$ cat src/rtl/axi4_lite_slave_regfile.sv
// AXI4-Lite slave register file: NUM_REGS x 32-bit registers with byte strobes,
// independent one-entry AW/W buffers, registered readies and a flat register view.
module axi4_lite_slave_regfile #(
    parameter int unsigned NUM_REGS    = 16,
    parameter logic [31:0] RESET_VALUE = 32'h0000_0000
) (
    input  logic                     aclk,
    input  logic                     areset,
    input  logic [31:0]              awaddr_in,
    input  logic [2:0]               awprot_in,
    input  logic                     awvalid_in,
    output logic                     awready_out,
    input  logic [31:0]              wdata_in,
    input  logic [3:0]               wstrb_in,
    input  logic                     wvalid_in,
    output logic                     wready_out,
    output logic [1:0]               bresp_out,
    output logic                     bvalid_out,
    input  logic                     bready_in,
    input  logic [31:0]              araddr_in,
    input  logic [2:0]               arprot_in,
    input  logic                     arvalid_in,
    output logic                     arready_out,
    output logic [31:0]              rdata_out,
    output logic [1:0]               rresp_out,
    output logic                     rvalid_out,
    input  logic                     rready_in,
    output logic [NUM_REGS*32-1:0]   regs_out
);

    localparam logic [1:0] RespOkay   = 2'b00;
    localparam logic [1:0] RespSlverr = 2'b10;

    logic                     aw_full_q, aw_full_d;
    logic [29:0]              aw_idx_q, aw_idx_d;
    logic                     awready_q, awready_d;
    logic                     w_full_q, w_full_d;
    logic [31:0]              wdata_q, wdata_d;
    logic [3:0]               wstrb_q, wstrb_d;
    logic                     wready_q, wready_d;
    logic                     bvalid_q, bvalid_d;
    logic [1:0]               bresp_q, bresp_d;
    logic                     rvalid_q, rvalid_d;
    logic [31:0]              rdata_q, rdata_d;
    logic [1:0]               rresp_q, rresp_d;
    logic                     arready_q, arready_d;
    logic [NUM_REGS-1:0][31:0] regs_q, regs_d;

    logic        aw_hs, w_hs, ar_hs, commit;
    logic        aw_in_range, ar_in_range;
    logic [29:0] ar_idx;
    logic [31:0] rd_word;

    // Protection bits and byte-offset address bits carry no meaning here.
    logic unused_inputs;
    assign unused_inputs = ^{awprot_in, arprot_in, awaddr_in[1:0], araddr_in[1:0]};

    assign aw_hs       = awvalid_in & awready_q;
    assign w_hs        = wvalid_in & wready_q;
    assign ar_hs       = arvalid_in & arready_q;
    assign commit      = aw_full_q & w_full_q & ~bvalid_q;
    assign ar_idx      = araddr_in[31:2];
    assign aw_in_range = aw_idx_q < 30'(NUM_REGS);
    assign ar_in_range = ar_idx < 30'(NUM_REGS);

    // Write path: holding buffers, commit and B channel.
    always_comb begin
        aw_full_d = aw_full_q;
        aw_idx_d  = aw_idx_q;
        w_full_d  = w_full_q;
        wdata_d   = wdata_q;
        wstrb_d   = wstrb_q;
        bvalid_d  = bvalid_q;
        bresp_d   = bresp_q;
        regs_d    = regs_q;

        if (aw_hs) begin
            aw_full_d = 1'b1;
            aw_idx_d  = awaddr_in[31:2];
        end
        if (w_hs) begin
            w_full_d = 1'b1;
            wdata_d  = wdata_in;
            wstrb_d  = wstrb_in;
        end

        if (commit) begin
            aw_full_d = 1'b0;
            w_full_d  = 1'b0;
            bvalid_d  = 1'b1;
            bresp_d   = aw_in_range ? RespOkay : RespSlverr;
            for (int k = 0; k < NUM_REGS; k++) begin
                if (aw_in_range && aw_idx_q == 30'(k)) begin
                    for (int b = 0; b < 4; b++) begin
                        if (wstrb_q[b]) begin
                            regs_d[k][8*b +: 8] = wdata_q[8*b +: 8];
                        end
                    end
                end
            end
        end else if (bvalid_q && bready_in) begin
            bvalid_d = 1'b0;
        end

        awready_d = ~aw_full_d;
        wready_d  = ~w_full_d;
    end

    // Read path: reads sample pre-commit register contents.
    always_comb begin
        rd_word = '0;
        for (int k = 0; k < NUM_REGS; k++) begin
            if (ar_idx == 30'(k)) begin
                rd_word = regs_q[k];
            end
        end

        rvalid_d = rvalid_q;
        rdata_d  = rdata_q;
        rresp_d  = rresp_q;
        if (ar_hs) begin
            rvalid_d = 1'b1;
            rdata_d  = ar_in_range ? rd_word : 32'h0;
            rresp_d  = ar_in_range ? RespOkay : RespSlverr;
        end else if (rvalid_q && rready_in) begin
            rvalid_d = 1'b0;
        end
        arready_d = ~rvalid_d;
    end

    always_ff @(posedge aclk or posedge areset) begin
        if (areset) begin
            aw_full_q <= 1'b0;
            aw_idx_q  <= '0;
            awready_q <= 1'b0;
            w_full_q  <= 1'b0;
            wdata_q   <= '0;
            wstrb_q   <= '0;
            wready_q  <= 1'b0;
            bvalid_q  <= 1'b0;
            bresp_q   <= RespOkay;
        end else begin
            aw_full_q <= aw_full_d;
            aw_idx_q  <= aw_idx_d;
            awready_q <= awready_d;
            w_full_q  <= w_full_d;
            wdata_q   <= wdata_d;
            wstrb_q   <= wstrb_d;
            wready_q  <= wready_d;
            bvalid_q  <= bvalid_d;
            bresp_q   <= bresp_d;
        end
    end

    always_ff @(posedge aclk or posedge areset) begin
        if (areset) begin
            rvalid_q  <= 1'b0;
            rdata_q   <= '0;
            rresp_q   <= RespOkay;
            arready_q <= 1'b0;
        end else begin
            rvalid_q  <= rvalid_d;
            rdata_q   <= rdata_d;
            rresp_q   <= rresp_d;
            arready_q <= arready_d;
        end
    end

    always_ff @(posedge aclk or posedge areset) begin
        if (areset) begin
            regs_q <= {NUM_REGS{RESET_VALUE}};
        end else begin
            regs_q <= regs_d;
        end
    end

    assign awready_out = awready_q;
    assign wready_out  = wready_q;
    assign bvalid_out  = bvalid_q;
    assign bresp_out   = bresp_q;
    assign arready_out = arready_q;
    assign rvalid_out  = rvalid_q;
    assign rdata_out   = rdata_q;
    assign rresp_out   = rresp_q;
    assign regs_out    = regs_q;

endmodule

$ cat config.mk
export PLATFORM = sky130hd
export DESIGN_NAME = axi4_lite_slave_regfile
export DESIGN_NICKNAME = d
export VERILOG_FILES = /design/src/rtl/axi4_lite_slave_regfile.sv
export SDC_FILE = /design/constraint.sdc
export NUM_CORES = 1
export LEC_CHECK = 0
export ABC_AREA = 1
export BUFFER_PORTS_ARGS = -buffer_cell sky130_fd_sc_hd__buf_2
export CORE_MARGIN = 1.5
export CORE_UTILIZATION = 30
export DETAILED_ROUTE_END_ITERATION = 8
export GPL_ROUTABILITY_DRIVEN = 0
export PLACE_DENSITY_LB_ADDON = 0.08
export SETUP_SLACK_MARGIN = 0.5
export SLEW_MARGIN = 5
export SYNTH_ARGS = -nofsm -noshare
export SYNTH_HDL_FRONTEND = slang
export SYNTH_SLANG_ARGS = --single-unit
$ cat constraint.sdc
create_clock -name aclk -period 38.3 [get_ports aclk]
set_input_delay 1.915 -clock aclk [delete_from_list [all_inputs] [get_ports aclk]]
set_output_delay 1.915 -clock aclk [all_outputs]
set_load 0.03 [all_outputs]
==> impl_metrics.json <==
{
  "grt_util_all_layers": 0.2614,
  "synth-edff-count": 0,
  "p_leak_nw": 17.64,
  "root_buffer": "clkbuf_16",
  "max_cap_violations": 0,
  "fin_crit_ps": 5036,
  "pin_count": 666,
  "power.density_nw_per_um2": 48.98,
  "numPortBuffers": 653,
  "synth_ff_type": "dfrtp_1",
  "critical_path_class": "in -> reg",
  "initial_utilization": 0.3022,
  "yosysTopAreaCell": "dfrtp_1",
  "synthDistinctLibCells": 34,
  "dieArea_um2": 93870,
  "seq_area_um2": 15490,
  "gr-total-overflow": 0,
  "critPathCaptureType": "flip-flop",
  "ctsHoldBuffers": 0,
  "htreeDepth": 3,
  "core_um2": 91390,
  "die_h_um": 306.4,
  "syn_area_per_cell_um2": 8.218,
  "remaining_drc_errors": 0,
  "drive_gt1_frac": 0.2281,
  "yosys-top-cells-count": "1,132 x nand2_1, 619 x dfrtp_1, 392 x o21ai_0",
  "yosys.area.top_type_share": 0.5609,
  "yosysMostFrequentCell": "nand2_1",
  "arrival_ps": 5580,
  "crit_fanout": 32,
  "wl_mm": 124.8,
  "finalHoldViolations": 0,
  "synth_top_family_by_area": "simple AND/OR/NAND/NOR gates",
  "synthAdderAreaFrac": 0,
  "synthTopCellsByArea": "dfrtp_1 56%, nand2_1 15%, o21ai_0 7.1%, o21ai_1 3.6%, inv_1 3.5%",
  "viasPerCell": 4.844,
  "grt_pass1_vias": 23480,
  "fillers": 9664,
  "vias": 25200,
  "cts_buffers": 76,
  "slew_violations": 0,
  "setup_viol": 0,
  "path_clk_slew_ps": 60,
  "ys_seq_area_frac": 0.5609,
  "wire_per_inst_um": 24.00,
  "multi_input_area_um2": 10360,
  "grt_first_pass_wirelength_mm": 177.3,
  "skew_ps": 31.24,
  "yosys.area_share.simple": 0.2546,
  "worst_path_most_repeated_cell": "nand2_1",
  "rsz0062_at_grt": "no",
  "grt_max_degree": 147,
  "worstSetupStartpointType": "primary input",
  "relSlewSlack": 0.3106,
  "fin_cells": 5202,
  "dp.cells": 5059,
  "timing.final.crit_share": 0.1315,
  "post_synth_instance_area_um2": 27610,
  "async_flop_share": 1.000,
  "cts_resized": 0,
  "synth-compound-area-share": 0.1193,
  "area_delta_synth_final_pct": 24.75,
  "initialDrtViolationCount": 2147,
  "cp_slowest_stage_delay_ps": 570,
  "fp-row-count": 111,
  "cts_buffer_depth": 3,
  "crit_chain": "buf_2, or2_1, nor2_1, nand2_1, nor2_4, buf_4, nand2_1, inv_2, nand2_1, nand4_1, nand2_1, nand4_1, o21bai_1, nand2_1, nand2_1, nand2_1",
  "status": "finished, final reports clean",
  "first_pass_iters": 5,
  "max_freq_mhz": 198.6,
  "postSynthCellCount": 3360,
  "insertion_delay_ps": 640,
  "setup_tns_ps": 0,
  "antenna_found_initial": 5,
  "synth-xor-area-share": 0,
  "cp.required_ps": 38850,
  "synth-seq-cells": 619,
  "place_hpwl_mm": 93.02,
  "hold_path.class": "reg -> reg",
  "ys_warn_count": 0,
  "finalPower_mw": 1.687,
  "die_w_um": 306.4,
  "worstMarginPinSlew_ps": 1028,
  "cts_setup_buffers": 0,
  "synthMuxAreaShare": 0,
  "drtAntennaViolNets": 0,
  "layout.nets": 4064,
  "max-vdd-ir-drop_mv": 0.03047,
  "numClockSinks": 619,
  "cts_tree": "done",
  "slowest_stage": "inv_2"
}
cell type report:
class	instances	share of cell area
diodes	5	0.0003632
clock inverters	24	0.007446
flip-flops and latches	619	0.4496
multi-input cells	2296	0.3008
well taps	1186	0.04308
clock buffers	114	0.06578
repair buffers	692	0.1037
inverters	266	0.02920
where the power goes:
part / internal [mW] / total (mW) / switching [mW]
Combinational: 0.0305 / 0.243 / 0.212
Clock: 0.436 / 0.739 / 0.302
Sequential: 0.691 / 0.706 / 0.0151
Total: 1.16 / 1.69 / 0.530
cell usage in the layout (no fill, tap or decap), types with 6 or more instances in the layout:
cell type  Yosys  final
buf_2         41    653
buf_4          2     38
clkbuf_1     123     17
clkbuf_16      0     77
clkbuf_8       0     20
clkinv_2       0     14
dfrtp_1      619    619
inv_1        259    258
nand2_1     1132   1131
nand2_2       36     37
nand3_1      109    108
nand3b_1       9      9
nand4_1       77     77
nor2_1       244    243
nor3_1        24     23
nor4_4        10     10
o21ai_0      392    392
o21ai_1      200    200
o21ai_2       32     32
o21bai_1       6      6
critical path: cells and delay by family:
| family | cells | cell delay (ps) |
|---|---|---|
| AND/OR/NAND/NOR | 12 | 2290 |
| buffers and inverters | 3 | 1170 |
| AO/OA/AOI/OAI | 1 | 170 |
registers in the layout (all words and copies together) (netlist names):
| signal | cells |
|---|---|
| regs_out | 512 |
| rdata_out | 32 |
| wdata_q | 32 |
| aw_idx_q | 30 |
| wstrb_q | 4 |
| arready_out | 1 |
| aw_full_q | 1 |
| awready_out | 1 |
| bresp_out | 1 |
| bvalid_out | 1 |
| rresp_out | 1 |
| rvalid_out | 1 |
| w_full_q | 1 |
| wready_out | 1 |
kinds of logic (layout without fill, tap and decap cells):
| family | Yosys count | after routing |
|---|---|---|
| other | 1 | 7 |
| buffers and inverters | 446 | 1096 |
| AOI/OAI and AO/OA | 631 | 631 |
| and+or+nand+nor | 1663 | 1663 |
| DFF | 619 | 619 |
path summary, 6_finish.rpt:
path                                               from                   endpoint  slack, ps  depth (start not counted)
max in group asynchronous                        areset  regs_out[289]$_DFFE_PP0P_      34060                          5
worst min-delay path               rvalid_out$_DFF_PP0_      arready_out$_DFF_PP0_        470                          1
worst min register to register     rvalid_out$_DFF_PP0_      arready_out$_DFF_PP0_        470                          1
min in group asynchronous                        areset   regs_out[92]$_DFFE_PP0P_       1350                          2
worst max register to register  aw_idx_q[8]$_DFFE_PP0P_  regs_out[466]$_DFFE_PP0P_      35300                          6
worst max-delay path                      araddr_in[31]  rdata_out[19]$_DFFE_PP0P_      33260                         16
metrics by stage:
step                setup slack [ps]  utilization  hold slack (ps)  cell area [um^2]
floorplan                      19050            -            449.2             27620
global placement               32610       0.3492            456.4             31910
detailed placement             32590       0.3492            460.1             31910
CTS                            33210       0.3768            473.4             34440
global route                   33000       0.3769            495.2             34440
finish                         33260       0.3770            467.9             34450
layer usage:
| metal | global-route usage | share of wire |
|---|---|---|
| met1 | 0.3727 | 0.46 |
| met2 | 0.3958 | 0.44 |
| met3 | 0.06138 | 0.074 |
| met4 | 0.06977 | 0.024 |
| met5 | 0 | 0.000072 |
Power figures use the tool's default switching activity.
